### src/rtl/edit_sequencer.sv
// rtl/edit_sequencer.sv - front-panel mode FSM, inc/dec auto-repeat strobes and blink mask for the HH:MM:SS clock
module edit_sequencer #(
    parameter int CLK_HZ          = 50_000_000,
    parameter int HOLD_MS         = 1000,
    parameter int REPEAT_DELAY_MS = 500,
    parameter int REPEAT_RATE_MS  = 100,
    parameter int BLINK_MS        = 1000,
    parameter int IDLE_S          = 10
) (
    input  logic       clk,
    input  logic       reset_n,
    input  logic       key_mode_n,
    input  logic       key_up_n,
    input  logic       key_dn_n,
    output logic       run_en,
    output logic [2:0] field_sel,
    output logic       inc,
    output logic       dec,
    output logic [2:0] blank,
    output logic       editing
);
    localparam int DIV     = CLK_HZ / 1000;
    localparam int DIV_W   = (DIV > 1) ? $clog2(DIV) : 1;
    localparam int IDLE_MS = IDLE_S * 1000;
    localparam int IDLE_W  = $clog2(IDLE_MS + 1);
    localparam int REP_W   = $clog2(REPEAT_DELAY_MS + 1);
    localparam int PH_W    = (BLINK_MS > 1) ? $clog2(BLINK_MS) : 1;
    localparam int DARK_MS = 200;

    typedef enum logic [2:0] {ST_RUN, ST_ARM, ST_EDIT_S, ST_EDIT_M, ST_EDIT_H} state_t;

    state_t              state, state_nxt;
    logic [DIV_W-1:0]    div_cnt;
    logic                tick;
    logic                mode_p, up_p, dn_p;
    logic                mode_q, up_q, dn_q;
    logic                mode_edge, up_edge, dn_edge, any_edge;
    logic [11:0]         hold_cnt;
    logic [IDLE_W-1:0]   idle_cnt;
    logic [REP_W-1:0]    rep_cnt;
    logic                rep_armed;
    logic [PH_W-1:0]     phase, phase_nxt;
    logic                hold_done, idle_done;
    logic                one_held, both_held, fresh, rep_fire;
    logic                up_go, dn_go, strobe_ok, edit_cur, edit_nxt;
    logic                run_en_d, inc_d, dec_d, editing_d;
    logic [2:0]          field_sel_d, blank_d;

    function automatic logic is_edit(state_t s);
        return (s == ST_EDIT_S) || (s == ST_EDIT_M) || (s == ST_EDIT_H);
    endfunction

    assign mode_p    = ~key_mode_n;
    assign up_p      = ~key_up_n;
    assign dn_p      = ~key_dn_n;
    assign mode_edge = mode_p & ~mode_q;
    assign up_edge   = up_p & ~up_q;
    assign dn_edge   = dn_p & ~dn_q;
    assign any_edge  = mode_edge | up_edge | dn_edge;
    assign tick      = (div_cnt == DIV_W'(DIV - 1));
    assign hold_done = tick && (hold_cnt == 12'(HOLD_MS - 1));
    assign idle_done = tick && (idle_cnt == IDLE_W'(IDLE_MS - 1));
    assign edit_cur  = is_edit(state);
    assign edit_nxt  = is_edit(state_nxt);

    // A key left alone after the other one is released restarts its delay like a new press
    assign one_held  = up_p ^ dn_p;
    assign both_held = up_p & dn_p;
    assign fresh     = one_held & up_q & dn_q;
    assign rep_fire  = one_held && rep_armed && !up_edge && !dn_edge && !fresh && tick
                       && (rep_cnt == REP_W'(REPEAT_DELAY_MS - 1));
    assign up_go     = (up_edge & ~dn_p) | (rep_fire & up_p);
    assign dn_go     = (dn_edge & ~up_p) | (rep_fire & dn_p);
    // Strobes are dropped whenever the state moves, so a mode edge wins over up/down
    assign strobe_ok = edit_cur && !mode_edge && (state_nxt == state);

    // State register
    always_ff @(posedge clk) begin
        if (!reset_n) state <= ST_RUN;
        else          state <= state_nxt;
    end

    // Next-state logic
    always_comb begin
        state_nxt = state;
        case (state)
            ST_RUN:    if (mode_p) state_nxt = ST_ARM;
            ST_ARM:    if (!mode_p) state_nxt = ST_RUN;
                       else if (hold_done) state_nxt = ST_EDIT_S;
            ST_EDIT_S: if (mode_edge) state_nxt = ST_EDIT_M;
                       else if (idle_done) state_nxt = ST_RUN;
            ST_EDIT_M: if (mode_edge) state_nxt = ST_EDIT_H;
                       else if (idle_done) state_nxt = ST_RUN;
            ST_EDIT_H: if (mode_edge || idle_done) state_nxt = ST_RUN;
            default:   state_nxt = ST_RUN;
        endcase
    end

    // Blink phase restarts at every state change so each newly selected field starts dark
    always_comb begin
        phase_nxt = phase;
        if (state_nxt != state)           phase_nxt = '0;
        else if (tick)                    phase_nxt = (phase == PH_W'(BLINK_MS - 1)) ? '0 : phase + 1'b1;
    end

    // Output decode from the next state, registered below
    always_comb begin
        run_en_d    = ~edit_nxt;
        editing_d   = edit_nxt;
        field_sel_d = 3'b000;
        case (state_nxt)
            ST_EDIT_S: field_sel_d = 3'b001;
            ST_EDIT_M: field_sel_d = 3'b010;
            ST_EDIT_H: field_sel_d = 3'b100;
            default:   field_sel_d = 3'b000;
        endcase
        blank_d = ~(field_sel_d & {3{phase_nxt < PH_W'(DARK_MS)}});
        inc_d   = strobe_ok & up_go;
        dec_d   = strobe_ok & dn_go;
    end

    // Registered outputs
    always_ff @(posedge clk) begin
        if (!reset_n) begin
            run_en    <= 1'b1;
            field_sel <= 3'b000;
            inc       <= 1'b0;
            dec       <= 1'b0;
            blank     <= 3'b111;
            editing   <= 1'b0;
        end else begin
            run_en    <= run_en_d;
            field_sel <= field_sel_d;
            inc       <= inc_d;
            dec       <= dec_d;
            blank     <= blank_d;
            editing   <= editing_d;
        end
    end

    // Tick divider, hold/idle/repeat timers and key history; keys held through reset are not edges
    always_ff @(posedge clk) begin
        if (!reset_n) begin
            div_cnt   <= '0;
            hold_cnt  <= '0;
            idle_cnt  <= '0;
            rep_cnt   <= '0;
            rep_armed <= 1'b0;
            phase     <= '0;
            mode_q    <= mode_p;
            up_q      <= up_p;
            dn_q      <= dn_p;
        end else begin
            div_cnt <= tick ? '0 : div_cnt + 1'b1;
            mode_q  <= mode_p;
            up_q    <= up_p;
            dn_q    <= dn_p;
            phase   <= phase_nxt;

            if (state != ST_ARM)            hold_cnt <= '0;
            else if (tick && hold_cnt != 12'hfff) hold_cnt <= hold_cnt + 1'b1;

            if (!edit_cur || any_edge)      idle_cnt <= '0;
            else if (tick && !idle_done)    idle_cnt <= idle_cnt + 1'b1;

            if (!up_p && !dn_p) begin
                rep_cnt   <= '0;
                rep_armed <= 1'b0;
            end else if (both_held || up_edge || dn_edge || fresh) begin
                rep_cnt <= '0;
                if (up_edge || dn_edge) rep_armed <= 1'b1;
            end else if (rep_fire) begin
                rep_cnt <= REP_W'(REPEAT_DELAY_MS - REPEAT_RATE_MS);
            end else if (rep_armed && tick) begin
                rep_cnt <= rep_cnt + 1'b1;
            end
        end
    end
endmodule

### config.mk
export PLATFORM = sky130hd
export DESIGN_NAME = edit_sequencer
export DESIGN_NICKNAME = d
export VERILOG_FILES = /design/src/rtl/edit_sequencer.sv
export SDC_FILE = /design/constraint.sdc
export NUM_CORES = 1
export LEC_CHECK = 0
export CAP_MARGIN = 20
export CORE_MARGIN = 2
export CORE_UTILIZATION = 65
export CTS_BUF_LIST = sky130_fd_sc_hd__clkbuf_8
export CTS_CLUSTER_SIZE = 16
export DETAILED_ROUTE_END_ITERATION = 12
export DONT_BUFFER_PORTS = 1
export PLACE_DENSITY = 0.88
export SLEW_MARGIN = 15
export SYNTH_ARGS = -nofsm -noshare
export SYNTH_HDL_FRONTEND = slang
export SYNTH_SLANG_ARGS = --single-unit
export TNS_END_PERCENT = 100
### constraint.sdc
create_clock -name clk -period 6.1 [get_ports clk]
set_clock_uncertainty 0.1 [all_clocks]
set_input_delay 0.61 -clock clk [delete_from_list [all_inputs] [get_ports clk]]
set_output_delay 0.61 -clock clk [all_outputs]
set_load 0.02 [all_outputs]
==> flow_metrics.env, run 1 <==
export IMPL_status="complete, no violations"
export IMPL_num_fill_cells=419
export IMPL_route_met2_wl_um=3430
export IMPL_irDropWorstVdd_v=0.000150
export IMPL_wl_met1_um=3120
export IMPL_synth_area_leaders="dfxtp_1 42%, xor2_1 7.6%, nor2_1 6.4%"
export IMPL_r2r_start="div_cnt[0]"
export IMPL_htreeDepth=3
export IMPL_period_share_pct=45.4
export IMPL_io_buffers=0
export IMPL_rows=27
export IMPL_drtAntennaViolNets=0
export IMPL_ff2ff_path_depth=7
export IMPL_comb_power_share_pct=2.5
export IMPL_place_congestion=0.822
export IMPL_slew_viol_final=0
export IMPL_routed_wl_um=7030
export IMPL_initial_core_util_pct=67.4
export IMPL_netlist_cell_type_count=53
export IMPL_crit_path_end_kind="flip-flop"
export IMPL_synthSimpleGateAreaFrac_pct=30.1
export IMPL_clock_latency_ns=0.35
export IMPL_cts_root_buf="clkbuf_8"
export IMPL_crit_required_ns=6.21
export IMPL_p_sw_share_pct=22.1
export IMPL_setup_viol=0
export IMPL_timing_final_ws_setup_ns=3.33
export IMPL_maxCapViolCount=0
export IMPL_avgRoutedWirePerCell_um=14.2
export IMPL_placed_cell_area_sq_mm=0.00375
export IMPL_dp_hpwl_um=5060
export IMPL_io_pins=15
export IMPL_yosysTopAreaCell="dfxtp_1"
export IMPL_startpoint_type="flip-flop"
export IMPL_cts_resized=0
export IMPL_synth_main_ff_cell="dfxtp_1"
export IMPL_core_area_sq_mm=0.00551
export IMPL_areaGrowthSynthToFinish_pct=6.07
export IMPL_dr_pass1_iters=5
export IMPL_clock_path_buffers=2
export IMPL_min_to="mode_q"
export IMPL_synth_edff_count=0
export IMPL_netlist_area_sq_mm=0.00371
export IMPL_p_leak_uw=0.00133
export IMPL_syn_inst=419
export IMPL_synth_compound_area_share_pct=9.04
export IMPL_top_layer_used="met4"
export IMPL_synth_top_cell_area_share_pct=42.1
export IMPL_numCtsBuffers=9
export IMPL_antennaDiodeCount=0
export IMPL_rrSetupSlack_ns=3.33
export IMPL_cp_startpoint="div_cnt[0]"
export IMPL_fmaxAchievable_mhz=361
export IMPL_worstHoldPathCells=1
export IMPL_synth_top_family_by_area="simple AND/OR/NAND/NOR gates"
export IMPL_globalRouteOverflowTotal=0
export IMPL_ys_ff_latch=78
export IMPL_place_inst=478
export IMPL_vias=2902
export IMPL_r2r_end="blank[1]"
export IMPL_fp_dieH_um=79.6
export IMPL_die_area_sq_mm=0.00633
export IMPL_worst_hold_startpoint="key_mode_n"
export IMPL_arrival_ns=2.88
export IMPL_synth_fp_nets=431
export IMPL_synthXorXnorAreaFrac_pct=12.0
export IMPL_antenna_found_initial=0
export IMPL_final_util_pct=71.5
export IMPL_stdcell_count=494
export IMPL_power_density_mw_per_mm2=228
export IMPL_synth_fa_ha_area_share_pct=2.36
export IMPL_grt_max_degree=15
export IMPL_grt_total_usage_pct=24.2
export IMPL_clock_sinks=78
export IMPL_cts_tree="yes"
export IMPL_drt_iter0_drc=226
export IMPL_viasPerCell=5.87
export IMPL_avgSynthCellArea_sq_um=8.86
export IMPL_dieWidth_um=79.6
export IMPL_worst_setup_path_type="reg2reg"
export IMPL_p_int_uw=699
export IMPL_ctsHoldBuffers=0
export IMPL_synth_warning_count=0
export IMPL_route_met3_wl_um=370
export IMPL_async_flop_share_pct=0
export IMPL_grt_pass1_wl_um=12100
export IMPL_synth_mux_area_share_pct=1.92
export IMPL_tns_ns=0
export IMPL_clockPowerShare_pct=40.0
export IMPL_clk_pin_slew_ns=0.08
export IMPL_rsz0062_at_grt="false"
export IMPL_hold_class="in2reg"
export IMPL_relSlewSlack_pct=58.4
export IMPL_post_cts_setup_buffers=0
export IMPL_route_detailed_drc=0
export IMPL_fin_area_sq_mm=0.00394
export IMPL_seqPwrFrac_pct=57.5
export IMPL_pre_cts_slack_ns=3.35
export IMPL_power_switching_uw=199
export IMPL_cp_max_fo=13
export IMPL_drive_gt1_share_pct=9.48
export IMPL_tightest_slew_ns=0.622
export IMPL_hold_viol_final=0
export IMPL_grt_pass1_vias=2700
export IMPL_ys_seq_area_share_pct=42.1
export IMPL_min_period_ns=2.77
export IMPL_nets=429
## routing by layer
| metal | vias up | global-route usage, % |
|---|---|---|
| met5 | - | 0 |
| met2 | 65 | 39.8 |
| li1 | 1456 | - |
| met1 | 1369 | 30.0 |
| met4 | 0 | 8.28 |
| met3 | 12 | 7.58 |
## critical path, stage by stage (launching register included)
cell,delay (ns)
dfxtp_1,0.40
ha_1,0.23
and4_1,0.24
nand4_1,0.51
nor2_1,0.55
nand4_1,0.16
a32oi_1,0.30
o211ai_1,0.13
## synthesized netlist by cell type, types with 9 or more instances
master / n
dfxtp_1: 78
nor2_1: 63
xor2_1: 32
nand2_1: 30
nand3_1: 22
xnor2_1: 19
nand4_1: 16
clkbuf_1: 11
and3_1: 10
inv_1: 10
and2_1: 9
nor2_2: 9
## power by group through the flow
| stage | logic, uW | registers [uW] | clock network, uW |
|---|---|---|---|
| CTS | 22.6 | 516 | 368 |
| finish | 22.4 | 517 | 359 |
| global placement | 21.5 | 528 | 0 |
| detailed placement | 22.3 | 528 | 0 |
| floorplan | 19.7 | 527 | 0 |
| global route | 25.4 | 517 | 391 |
## worst max-delay path by stage
stage / cells past startpoint / end / slack [ns]
after floorplan: 6 / phase[0] / 3.82
after global placement: 7 / hold_cnt[8] / 3.45
after detailed placement: 7 / phase[2] / 3.35
after CTS: 7 / blank[2] / 3.33
after global routing: 6 / blank[2] / 2.99
final: 7 / blank[1] / 3.33
## cells by family after synthesis
group           Yosys count
simple gates            209
flops                    78
fa+ha+maj                 7
buf+inv                  24
compound gates           43
xor+xnor                 51
mux                       7
## layout make-up
class                   count  area [sq um]  area share (%)
clock buffers              12           165            4.20
clock inverters             4          21.3           0.540
multi-input cells         317          2060            52.3
well taps                  72          90.1            2.29
flip-flops and latches     78          1560            39.7
inverters                  11          41.3            1.05
## state kept, by name, summed over array words and instances (netlist names), 3 cells and up
| signal | flops |
|---|---|
| idle_cnt | 14 |
| rep_cnt | 9 |
| blank | 3 |
| state | 3 |
| div_cnt | 16 |
| hold_cnt | 12 |
| phase | 10 |
| field_sel | 3 |
## cell usage in the layout, fill, tap and decap left out, types with 3 or more instances in the layout
cell	netlist	routed
a211oi_1	3	3
a21o_1	4	4
a21oi_1	5	5
and2_1	9	9
and3_1	10	10
and4_1	6	6
clkbuf_8	0	12
dfxtp_1	78	78
ha_1	7	7
inv_1	10	11
mux2i_1	6	6
nand2_1	30	30
nand2b_1	3	3
nand3_1	22	22
nand4_1	16	16
nor2_1	63	63
nor2_2	9	9
nor2b_1	4	4
nor3_1	8	8
nor3b_1	5	5
nor4_1	4	4
o21ai_0	6	6
o21ai_1	6	6
or3_1	6	6
xnor2_1	19	19
xor2_1	32	32
## per-stage QoR
step,hold WS (ns),power [uW]
CTS,0.200,907
global route,0.199,933
finish,0.214,898
floorplan,0.337,546
detailed placement,0.382,551
global placement,0.352,550
Power figures use the tool's default switching activity.
==> inputs of run 2 (changes only) <==
Clock period 6.1 ns to 2.6 ns, I/O delays scaled along.
==> flow_metrics.env, run 2 (synthesis gave the netlist of run 1 again) <==
export IMPL_status="complete, no violations"
export IMPL_grt_total_usage_pct=25.5
export IMPL_worst_setup_path_type="reg2reg"
export IMPL_cp_slowest_cell="or4b_1"
export IMPL_io_pins=15
export IMPL_crit_path_end_kind="flip-flop"
export IMPL_rsz0062_at_grt="false"
export IMPL_clk_pin_slew_ns=0.07
export IMPL_arrival_ns=2.56
export IMPL_drtAntennaViolNets=0
export IMPL_cp_max_fo=10
export IMPL_clock_latency_ns=0.35
export IMPL_dieWidth_um=79.6
export IMPL_dr_pass1_iters=4
export IMPL_ff2ff_path_depth=6
export IMPL_core_area_sq_mm=0.00551
export IMPL_avgRoutedWirePerCell_um=14.6
export IMPL_worstHoldPathCells=1
export IMPL_areaGrowthSynthToFinish_pct=11.4
export IMPL_dp_hpwl_um=5090
export IMPL_tightest_slew_ns=0.579
export IMPL_tns_ns=0
export IMPL_largest_register_ff_count=16
export IMPL_mostFrequentLayoutCells="78 x dfxtp_1, 63 x nor2_1, 32 x xor2_1"
export IMPL_setup_viol=0
export IMPL_critical_path_buf_inv_count=0
export IMPL_viasPerCell=5.75
export IMPL_crit_chain="or4b_1, or4_4, o31ai_2, a21oi_2, o221ai_4, nor2_2"
export IMPL_nets=445
export IMPL_final_common_cell="dfxtp_1"
export IMPL_path_depth=6
export IMPL_min_period_ns=2.43
export IMPL_numCtsBuffers=9
export IMPL_met3_usage_pct=4.30
export IMPL_top_usage_layer="met2"
export IMPL_irDropWorstVdd_v=0.000391
export IMPL_grt_max_degree=15
export IMPL_place_inst=488
export IMPL_route_detailed_drc=0
export IMPL_regMostFlops="div_cnt"
export IMPL_hold_viol_final=0
export IMPL_fmaxAchievable_mhz=411
export IMPL_rows=27
export IMPL_startpoint_type="flip-flop"
export IMPL_htreeDepth=3
export IMPL_relSlewSlack_pct=61.0
export IMPL_slew_viol_final=0
export IMPL_placed_cell_area_sq_mm=0.00382
export IMPL_power_density_mw_per_mm2=574
export IMPL_cts_tree="yes"
export IMPL_use_met2_pct=43.9
export IMPL_drive_gt1_share_pct=11.9
export IMPL_grt_pass1_vias=2804
export IMPL_initial_core_util_pct=67.4
export IMPL_routed_wl_um=7450
export IMPL_path_delay_family="simple AND/OR/NAND/NOR gates"
export IMPL_clock_path_buffers=2
export IMPL_globalRouteOverflowTotal=0
export IMPL_die_area_sq_mm=0.00633
export IMPL_stdcell_count=510
export IMPL_reg_top3="div_cnt: 16 flops, idle_cnt: 14 flops, hold_cnt: 12 flops"
export IMPL_hold_class="in2reg"
export IMPL_vias=2931
export IMPL_grt_pass1_wl_um=12600
export IMPL_whs_ns=0.0241
export IMPL_fp_dieH_um=79.6
export IMPL_antennaDiodeCount=0
export IMPL_drt_iter0_drc=181
export IMPL_p_leak_uw=0.00144
export IMPL_clock_sinks=78
export IMPL_fin_area_sq_mm=0.00413
export IMPL_place_congestion=0.901
export IMPL_antenna_found_initial=0
export IMPL_period_share_pct=93.5
export IMPL_crit_path_max_incr_delay_ns=0.52
export IMPL_use_met1_pct=30.8
export IMPL_io_buffers=0
export IMPL_maxCapViolCount=0
export IMPL_cts_root_buf="clkbuf_8"
export IMPL_crit_required_ns=2.73
[run 2: changes by cell type in the layout (fill, tap and decap cells not counted), sizes merged]
cell and change:
clkinvlp -1, buf +12, clkbuf -1, inv +1, clkinv -2, dlygate4sd3 +4
bufinv +3
[run 2: routing by layer]
metal / vias to the layer above / part of all wire [%]
li1: 1483 / -
met1: 1376 / 44
met2: 60 / 50
met3: 12 / 4.0
met4: 0 / 1.6
met5: - / 0
[run 2: worst reg2reg max path: cells and delay by family (launching register included)]
family | cells | cell delay [ns]
AND/OR/NAND/NOR | 3 | 1.06
AO/OA/AOI/OAI | 3 | 0.80
flip-flops | 1 | 0.35
[run 2: cell type report]
class	count	area (sq um)
multi-input combinational	317	2060
sequential	78	1560
fill	399	1370
clock buffer	11	151
timing repair buffer	16	130
clock inverter	5	97.6
tap	72	90.1
inverter	11	41.3
[run 2: worst paths after layout]
check / slack, ns / end / startpoint
min: 0.02 / state[2] / reset_n
max reg2reg: 0.17 / phase[0] / hold_cnt[3]
max: 0.17 / phase[0] / hold_cnt[3]
min reg2reg: 0.39 / div_cnt[0] / div_cnt[0]
[run 2: power breakdown]
part	internal [uW]	switching (uW)
clock	684	416
sequential	1200	10.9
combinational	24.8	35.4
[run 2: repair_timing]
item / in CTS / in global routing
gates resized for setup: 0 / 1
setup buffers: 0 / 2
hold buffers: 4 / 0
hold endpoints to repair: 10 / 0
setup endpoints to repair: 0 / 10
[run 2: per-stage QoR]
step                utilization [%]  setup WS (ns)  power [uW]
floorplan                         -          0.319        1280
global placement               69.5          0.169        1290
detailed placement             69.5         0.0541        1290
CTS                            74.7        0.00716        2390
global route                   75.1         0.0682        2450
finish                         75.1          0.170        2370
